<file path="src/rtl/pipe_pkg.sv">
// Shared constants, helpers and stage-bundle types for the elastic pipeline buffer.
// Callers size a buffer from a bundle type, e.g. WIDTH = $bits(fd_bundle_t).
package pipe_pkg;

    localparam logic [31:0] BUBBLE_INSTR = 32'h0000_0001;

    function automatic int cnt_w(input int depth);
        return $clog2(depth + 1);
    endfunction

    function automatic logic [31:0] sat_add32(input logic [31:0] a, input logic [31:0] b);
        logic [32:0] sum;
        sum = {1'b0, a} + {1'b0, b};
        if (sum[32]) begin
            return 32'hFFFF_FFFF;
        end else begin
            return sum[31:0];
        end
    endfunction

    typedef struct packed {
        logic [31:0] pc;
        logic [31:0] instr;
    } fd_bundle_t;

    typedef struct packed {
        logic [31:0] pc;
        logic [31:0] rs1_val;
        logic [31:0] rs2_val;
        logic [31:0] imm;
        logic [4:0]  rd;
        logic [7:0]  ctrl;
    } de_bundle_t;

    typedef struct packed {
        logic [31:0] result;
        logic [4:0]  rd;
        logic        we;
    } ew_bundle_t;

endpackage

</file>
<file path="src/rtl/pipe_buf_mem.sv">
// DEPTH x WIDTH register array: one synchronous write port, one asynchronous read port.
// Contents are never cleared; the owner hides stale slots by output muxing.
module pipe_buf_mem #(
    parameter int WIDTH = 32,
    parameter int DEPTH = 2,
    parameter int PW    = 1
) (
    input  logic             clk,
    input  logic             we,
    input  logic [PW-1:0]    waddr,
    input  logic [WIDTH-1:0] wdata,
    input  logic [PW-1:0]    raddr,
    output logic [WIDTH-1:0] rdata
);

    logic [WIDTH-1:0] r_mem [0:DEPTH-1];

    // Storage write
    always_ff @(posedge clk) begin
        if (we) begin
            r_mem[waddr] <= wdata;
        end
    end

    assign rdata = r_mem[raddr];

endmodule

</file>
<file path="src/rtl/pipe_stage_buf.sv">
// Elastic valid/ready pipeline register holding up to DEPTH words; empty reads as BUBBLE.
// Optional PIPE_STAGE_STATS_EN adds saturating stall_cycles / flush_drops counters.
module pipe_stage_buf
    import pipe_pkg::*;
#(
    parameter int          WIDTH  = 32,
    parameter int          DEPTH  = 2,
    parameter logic [31:0] BUBBLE = BUBBLE_INSTR
) (
    input  logic                       clk,
    input  logic                       rst,
    input  logic                       flush,
    input  logic                       in_valid,
    output logic                       in_ready,
    input  logic [WIDTH-1:0]           in_data,
    output logic                       out_valid,
    input  logic                       out_ready,
    output logic [WIDTH-1:0]           out_data,
    output logic [cnt_w(DEPTH)-1:0]    count
`ifdef PIPE_STAGE_STATS_EN
    ,
    output logic [31:0]                stall_cycles,
    output logic [31:0]                flush_drops
`endif
);

    localparam int               CW       = cnt_w(DEPTH);
    localparam int               PW       = (DEPTH > 1) ? $clog2(DEPTH) : 1;
    localparam logic [WIDTH-1:0] BUBBLE_W = WIDTH'(BUBBLE);

    logic [CW-1:0]    r_count;
    logic [PW-1:0]    r_wr_ptr;
    logic [PW-1:0]    r_rd_ptr;
    logic             r_out_valid;
    logic             r_in_ready;
    logic             w_push;
    logic             w_pop;
    logic [CW-1:0]    w_count_nxt;
    logic [WIDTH-1:0] w_rdata;

    // Explicit wrap keeps non-power-of-two depths in range
    function automatic logic [PW-1:0] ptr_inc(input logic [PW-1:0] p);
        if (p == PW'(DEPTH - 1)) begin
            return {PW{1'b0}};
        end else begin
            return p + PW'(1);
        end
    endfunction

    assign w_push = in_valid & r_in_ready & ~flush;
    assign w_pop  = r_out_valid & out_ready & ~flush;

    // Next occupancy from the accepted handshakes
    always_comb begin
        w_count_nxt = r_count;
        case ({w_push, w_pop})
            2'b10:   w_count_nxt = r_count + CW'(1);
            2'b01:   w_count_nxt = r_count - CW'(1);
            default: w_count_nxt = r_count;
        endcase
    end

    // Pointers, occupancy and registered handshake flags
    always_ff @(posedge clk) begin
        if (rst || flush) begin
            r_count     <= {CW{1'b0}};
            r_wr_ptr    <= {PW{1'b0}};
            r_rd_ptr    <= {PW{1'b0}};
            r_out_valid <= 1'b0;
            r_in_ready  <= 1'b1;
        end else begin
            r_count     <= w_count_nxt;
            r_out_valid <= (w_count_nxt != {CW{1'b0}});
            r_in_ready  <= (w_count_nxt < CW'(DEPTH));
            if (w_push) begin
                r_wr_ptr <= ptr_inc(r_wr_ptr);
            end
            if (w_pop) begin
                r_rd_ptr <= ptr_inc(r_rd_ptr);
            end
        end
    end

    pipe_buf_mem #(
        .WIDTH (WIDTH),
        .DEPTH (DEPTH),
        .PW    (PW)
    ) u_mem (
        .clk   (clk),
        .we    (w_push),
        .waddr (r_wr_ptr),
        .wdata (in_data),
        .raddr (r_rd_ptr),
        .rdata (w_rdata)
    );

    assign in_ready  = r_in_ready;
    assign out_valid = r_out_valid;
    assign out_data  = r_out_valid ? w_rdata : BUBBLE_W;
    assign count     = r_count;

`ifdef PIPE_STAGE_STATS_EN
    logic [31:0] r_stall_cycles;
    logic [31:0] r_flush_drops;
    logic        w_kill;

    assign w_kill = in_valid & r_in_ready & flush;

    // Saturating stall and flush-drop counters; flush does not clear them
    always_ff @(posedge clk) begin
        if (rst) begin
            r_stall_cycles <= 32'h0000_0000;
            r_flush_drops  <= 32'h0000_0000;
        end else begin
            if (r_out_valid && !out_ready) begin
                r_stall_cycles <= sat_add32(r_stall_cycles, 32'h0000_0001);
            end
            if (flush) begin
                r_flush_drops <= sat_add32(r_flush_drops, 32'(r_count) + 32'(w_kill));
            end
        end
    end

    assign stall_cycles = r_stall_cycles;
    assign flush_drops  = r_flush_drops;
`endif

endmodule

</file>
<file path="config.mk">
export PLATFORM = sky130hd
export DESIGN_NAME = pipe_stage_buf
export DESIGN_NICKNAME = d
export VERILOG_FILES = /design/src/rtl/pipe_pkg.sv /design/src/rtl/pipe_buf_mem.sv /design/src/rtl/pipe_stage_buf.sv
export SDC_FILE = /design/constraint.sdc
export NUM_CORES = 1
export LEC_CHECK = 0
export ABC_CLOCK_PERIOD_IN_PS = 3700
export BUFFER_PORTS_ARGS = -buffer_cell sky130_fd_sc_hd__buf_2
export CAP_MARGIN = 30
export CORE_MARGIN = 3
export CORE_UTILIZATION = 30
export CTS_CLUSTER_SIZE = 40
export DETAILED_ROUTE_END_ITERATION = 8
export SYNTH_ARGS = -nofsm -noshare
export SYNTH_HDL_FRONTEND = slang
export SYNTH_HIERARCHICAL = 1
export SYNTH_SLANG_ARGS = --single-unit
</file>
<file path="constraint.sdc">
create_clock -name clk -period 3.7 [get_ports clk]
set_input_delay 0.555 -clock clk [delete_from_list [all_inputs] [get_ports clk]]
set_output_delay 0.555 -clock clk [all_outputs]
set_load 0.02 [all_outputs]
</file>
* Word level (Yosys, flattened, before mapping) *
Memories as Yosys holds them, arrays and structs flattened. A register that Yosys moved wholly into a read port is not among the register bits.
Index checks and enable logic that the tools add are counted.

word-level totals
  latch bits = 0
  logic and storage cells = 28
  input port bits = 37
  register bits after elaboration = 6
  memories kept = 1
  ROM bits = 0
  memory bits (writable) = 64
  output and inout port bits = 36

operators by class
  multipliers = 0
  reduce and logical (&&, ||, !) cells = 2
  shift-type cells = 0
  $lt $le $gt $ge = 1
  eq/ne operators = 2
  muxes and demuxes = 8
  bitwise operators = 5
  $add $sub $neg = 4
  div/mod/pow operators = 0

memory list
  name         depth  width  read ports  clocked after memory_dff  wr ports  line                RTL
  u_mem.r_mem  2      32     1           1                         1         pipe_buf_mem.sv:16  logic [WIDTH-1:0] r_mem [0:DEPTH-1];

operator list
  cell                                                count
  2-to-1 mux 32 bit                                   1
  2-to-1 mux 1 bit                                    6
  bitwise AND 1 bit                                   4
  one-hot mux 2 bit (2 select lines)                  1
  adder 1 bit (second input constant)                 2
  adder 2 x 1 -> 2 bit (second input constant)        1
  == test 2 x 1 -> 1 bit (second input constant)      1
  == test 2 bit (second input constant)               1
  less-than comparator 2 bit (second input constant)  1
  nonzero test 2 bit                                  1
  subtractor 2 x 1 -> 2 bit (second input constant)   1
  logical OR 1 bit                                    1
  inverter 1 bit                                      1

* Longest topological paths before layout *
  word-level depth = 5
  gate-level depth with buffers = 6
  mapped depth without buffers = 6

* Hierarchy *
Netlist, hierarchy kept.

by module, submodules not included
  module          times used  sequential area each (um^2)  area an instance (um^2)  cells each
  pipe_buf_mem    1           1921.8                       2478.6                   102
  pipe_stage_buf  1           120.1                        474.2                    64

* Least setup slack after synthesis *
No wires, ideal clock.

  kind = input to register
  start point = input port in_valid
  end point = memory u_mem.r_mem[0][0] (enable)
  data required time = 3.275 ns
  buffers on the path = 0
  cell stages on the path = 4
  setup time = 0.425 ns
  arrival = 2.433 ns
  setup slack = 0.842 ns
  cell sequence = nand2_1 -> or2_2 -> inv_1 -> nor2b_1

on the way
  longest elaborated chain between the ends = 4

RTL lines
  element                                 line                  RTL
  start: declaration                      pipe_stage_buf.sv:13  input logic in_valid,
  bitwise AND 1 bit (2 in a row)          pipe_stage_buf.sv:50  assign w_push = in_valid & r_in_ready & ~flush;
  net w_push                              pipe_stage_buf.sv:36  logic w_push;
  2-to-1 mux 1 bit                        pipe_buf_mem.sv:20    if (we) begin
  2-to-1 mux 1 bit (implied by the code)  pipe_buf_mem.sv:21    r_mem[waddr] <= wdata;
  end: declaration                        pipe_buf_mem.sv:16

The timed path passes the listed nets, and every way through them passes these cells.

==> qor.txt <==
Final setup viols -> 0
drt drc -> 0
WS Path Type -> reg2out
Worst-path clk slew -> 0.07 ns
total CTS buffers -> 9
synthesized netlist net count -> 204
ANT nets after route -> 0
clock skew -> 0.0119 ns
#FFs+latches synth -> 70
Placement Setup Slack -> 1.36 ns
critical path capture point type -> output port
Nets -> 283
# clock sinks -> 70
measured slew at the worst slew-check pin -> 0.836 ns
Critical R2R Launch -> out_valid$_SDFF_PP0_
outcome -> complete, no violations
Mapped Area -> 0.00295 mm^2
worst hold start -> in_data[18]
Max Fclk -> 377 MHz
Clock Path Buffers -> 2
n_diodes -> 0
Starting Density -> 31.4%
Hold Crit Class -> in2reg
Finished Cell Area -> 0.00365 mm^2
core area -> 0.00942 mm^2
Post-CTS Resized -> 0
final WL -> 5120 um
first-pass GRT wire length -> 8290 um
multi-input combinational cell area -> 833 um^2
die area -> 0.0111 mm^2
vias in the first global route -> 1649
Util after Layout -> 38.8%
largest net degree at the start of global routing -> 33
CTS root buf -> clkbuf_8
crit path max-delay cell type -> dfxtp_2
Slew headroom -> 44.3%
CP max stage delay -> 0.69 ns
final hold viol count -> 0
LEAKAGE -> 0.00147 uW
crit-path cells -> buf_4 -> mux2_4 -> and2_1 -> buf_2
synth warn -> 6
Slew Limit Fails -> 0
Die Ht -> 105 um
MaxCap Viol Count -> 0
GRT Util Overall -> 9.89%
RSZ-0062 raised after global routing -> false
# Post-CTS Setup Buffers -> 0
final worst slack -> 1.05 ns
Pre-Repair DR Iteration Count -> 3
Tmin final -> 2.65 ns
pwr dens -> 449 mW/mm^2
Syn Area/Cell -> 17.8 um^2
Area after DPL -> 0.00342 mm^2
DR iter-0 viols -> 25
CTS hold repair buffers -> 0
final setup TNS -> 0 ns
H-tree depth -> 3
CP Launch Type -> flop
share of cells above drive strength 1 -> 49.6%
CP max FO -> 17
DR vias -> 1544
Overflow after GRT -> 0
worst setup path start -> r_rd_ptr$_SDFFE_PP0P_
sequential share of the synthesized area -> 69.2%
port bufs -> 72
Cell Rows -> 35
vias per cell -> 4.07
VDD IR max -> 0.187 mV
Area growth syn-to-layout -> 23.6%
Chip Width -> 105 um
commonest non-fill, non-tap cell in the layout -> buf_2
most frequent cells in the layout -> 72 x buf_2, 64 x edfxtp_1, 31 x and2_1
register area -> 0.00204 mm^2
WP data required -> 3.14 ns
Post-Synthesis Cells -> 166
top-level port count -> 73
Avg WL per Cell -> 13.5 um
clk_lat worst skew -> 0.33 ns
CTS tree -> built
FILL cells -> 918
CP arrival -> 2.10 ns
gpl congestion -> 0.675
distinct cell type count of the synthesized netlist -> 22
fin crit share -> 71.7%
initial antenna violation count -> 1
[registers in the layout, summed over array words and instances, names as in the netlist]
| signal | cells |
|---|---|
| r_wr_ptr | 1 |
| in_ready | 1 |
| r_rd_ptr | 1 |
| out_valid | 1 |
| u_mem/r_mem | 64 |
| count | 2 |
[cell type report]
class                      instances  area share (%)
clock buffer                      10            3.50
clock inverter                     6            2.09
inverter                           1           0.103
multi-input combinational         88            22.8
sequential                        70            56.0
tap                              129            4.42
timing repair buffer              75            11.0
[worst paths after layout]
path	end	slack, ns	depth (start not counted)
worst max-delay path	out_data[7]	1.05	4
worst min-delay path	u_mem/r_mem[1][18]$_DFFE_PP_	0.41	1
worst max register to register	count[1]$_SDFF_PP0_	1.73	6
worst min register to register	r_wr_ptr$_SDFFE_PP0P_	0.56	3
[where the power goes]
group | switching, uW | leakage [uW] | internal [uW]
logic | 50.2 | 0.000728 | 54.0
registers | 9.37 | 0.000637 | 889
clock network | 264 | 0.000103 | 372
[cell families (layout without fill, tap and decap cells)]
kind of cell	after synthesis	count (layout)	synth area share, %
AO/OA/AOI/OAI	4	4	0.932
XOR/XNOR	5	5	1.48
adder cells (fa/ha/maj)	1	1	0.424
buffers and inverters	8	92	2.92
flip-flops	70	70	69.2
multiplexers	32	32	16.0
AND/OR/NAND/NOR	46	46	9.07
[per-layer routing]
metal,track usage (%),wire length [um],part of all wire [%],up-vias
met3,4.04,294,5.7,10
li1,-,-,-,757
met1,11.4,2110,41,731
met4,3.94,80,1.6,2
met5,0,7,0.14,-
met2,16.3,2620,51,44
[worst max-delay path, delay by kind of cell (launching register included)]
kind / cells / cell delay (ns)
buf+inv: 2 / 0.58
mux: 1 / 0.33
simple gates: 1 / 0.16
flops: 1 / 0.69
[stage by stage]
stage,std cells,hold slack [ns],power (uW)
floorplan,166,0.494,975
global placement,362,0.533,1020
detailed placement,362,0.554,1020
CTS,378,0.385,1660
global route,379,0.376,1720
finish,379,0.408,1640
[cells in the mapped netlist (all sizes together)]
cell / count / area share, %
a211oi: 1 / 0.25
o21ai: 1 / 0.17
mux2: 32 / 16
nor3: 1 / 0.17
nor2: 6 / 0.76
ha: 1 / 0.42
inv: 1 / 0.13
o21a: 2 / 0.51
or2: 2 / 0.42
dfxtp: 6 / 4.1
edfxtp: 64 / 65
nor3b: 1 / 0.25
xor2: 3 / 0.89
nand2b: 1 / 0.21
xnor2: 2 / 0.59
and2: 32 / 6.8
nand2: 2 / 0.25
buf: 4 / 2.4
clkbuf: 3 / 0.38
nor2b: 1 / 0.21
Power figures use the tool's default switching activity.
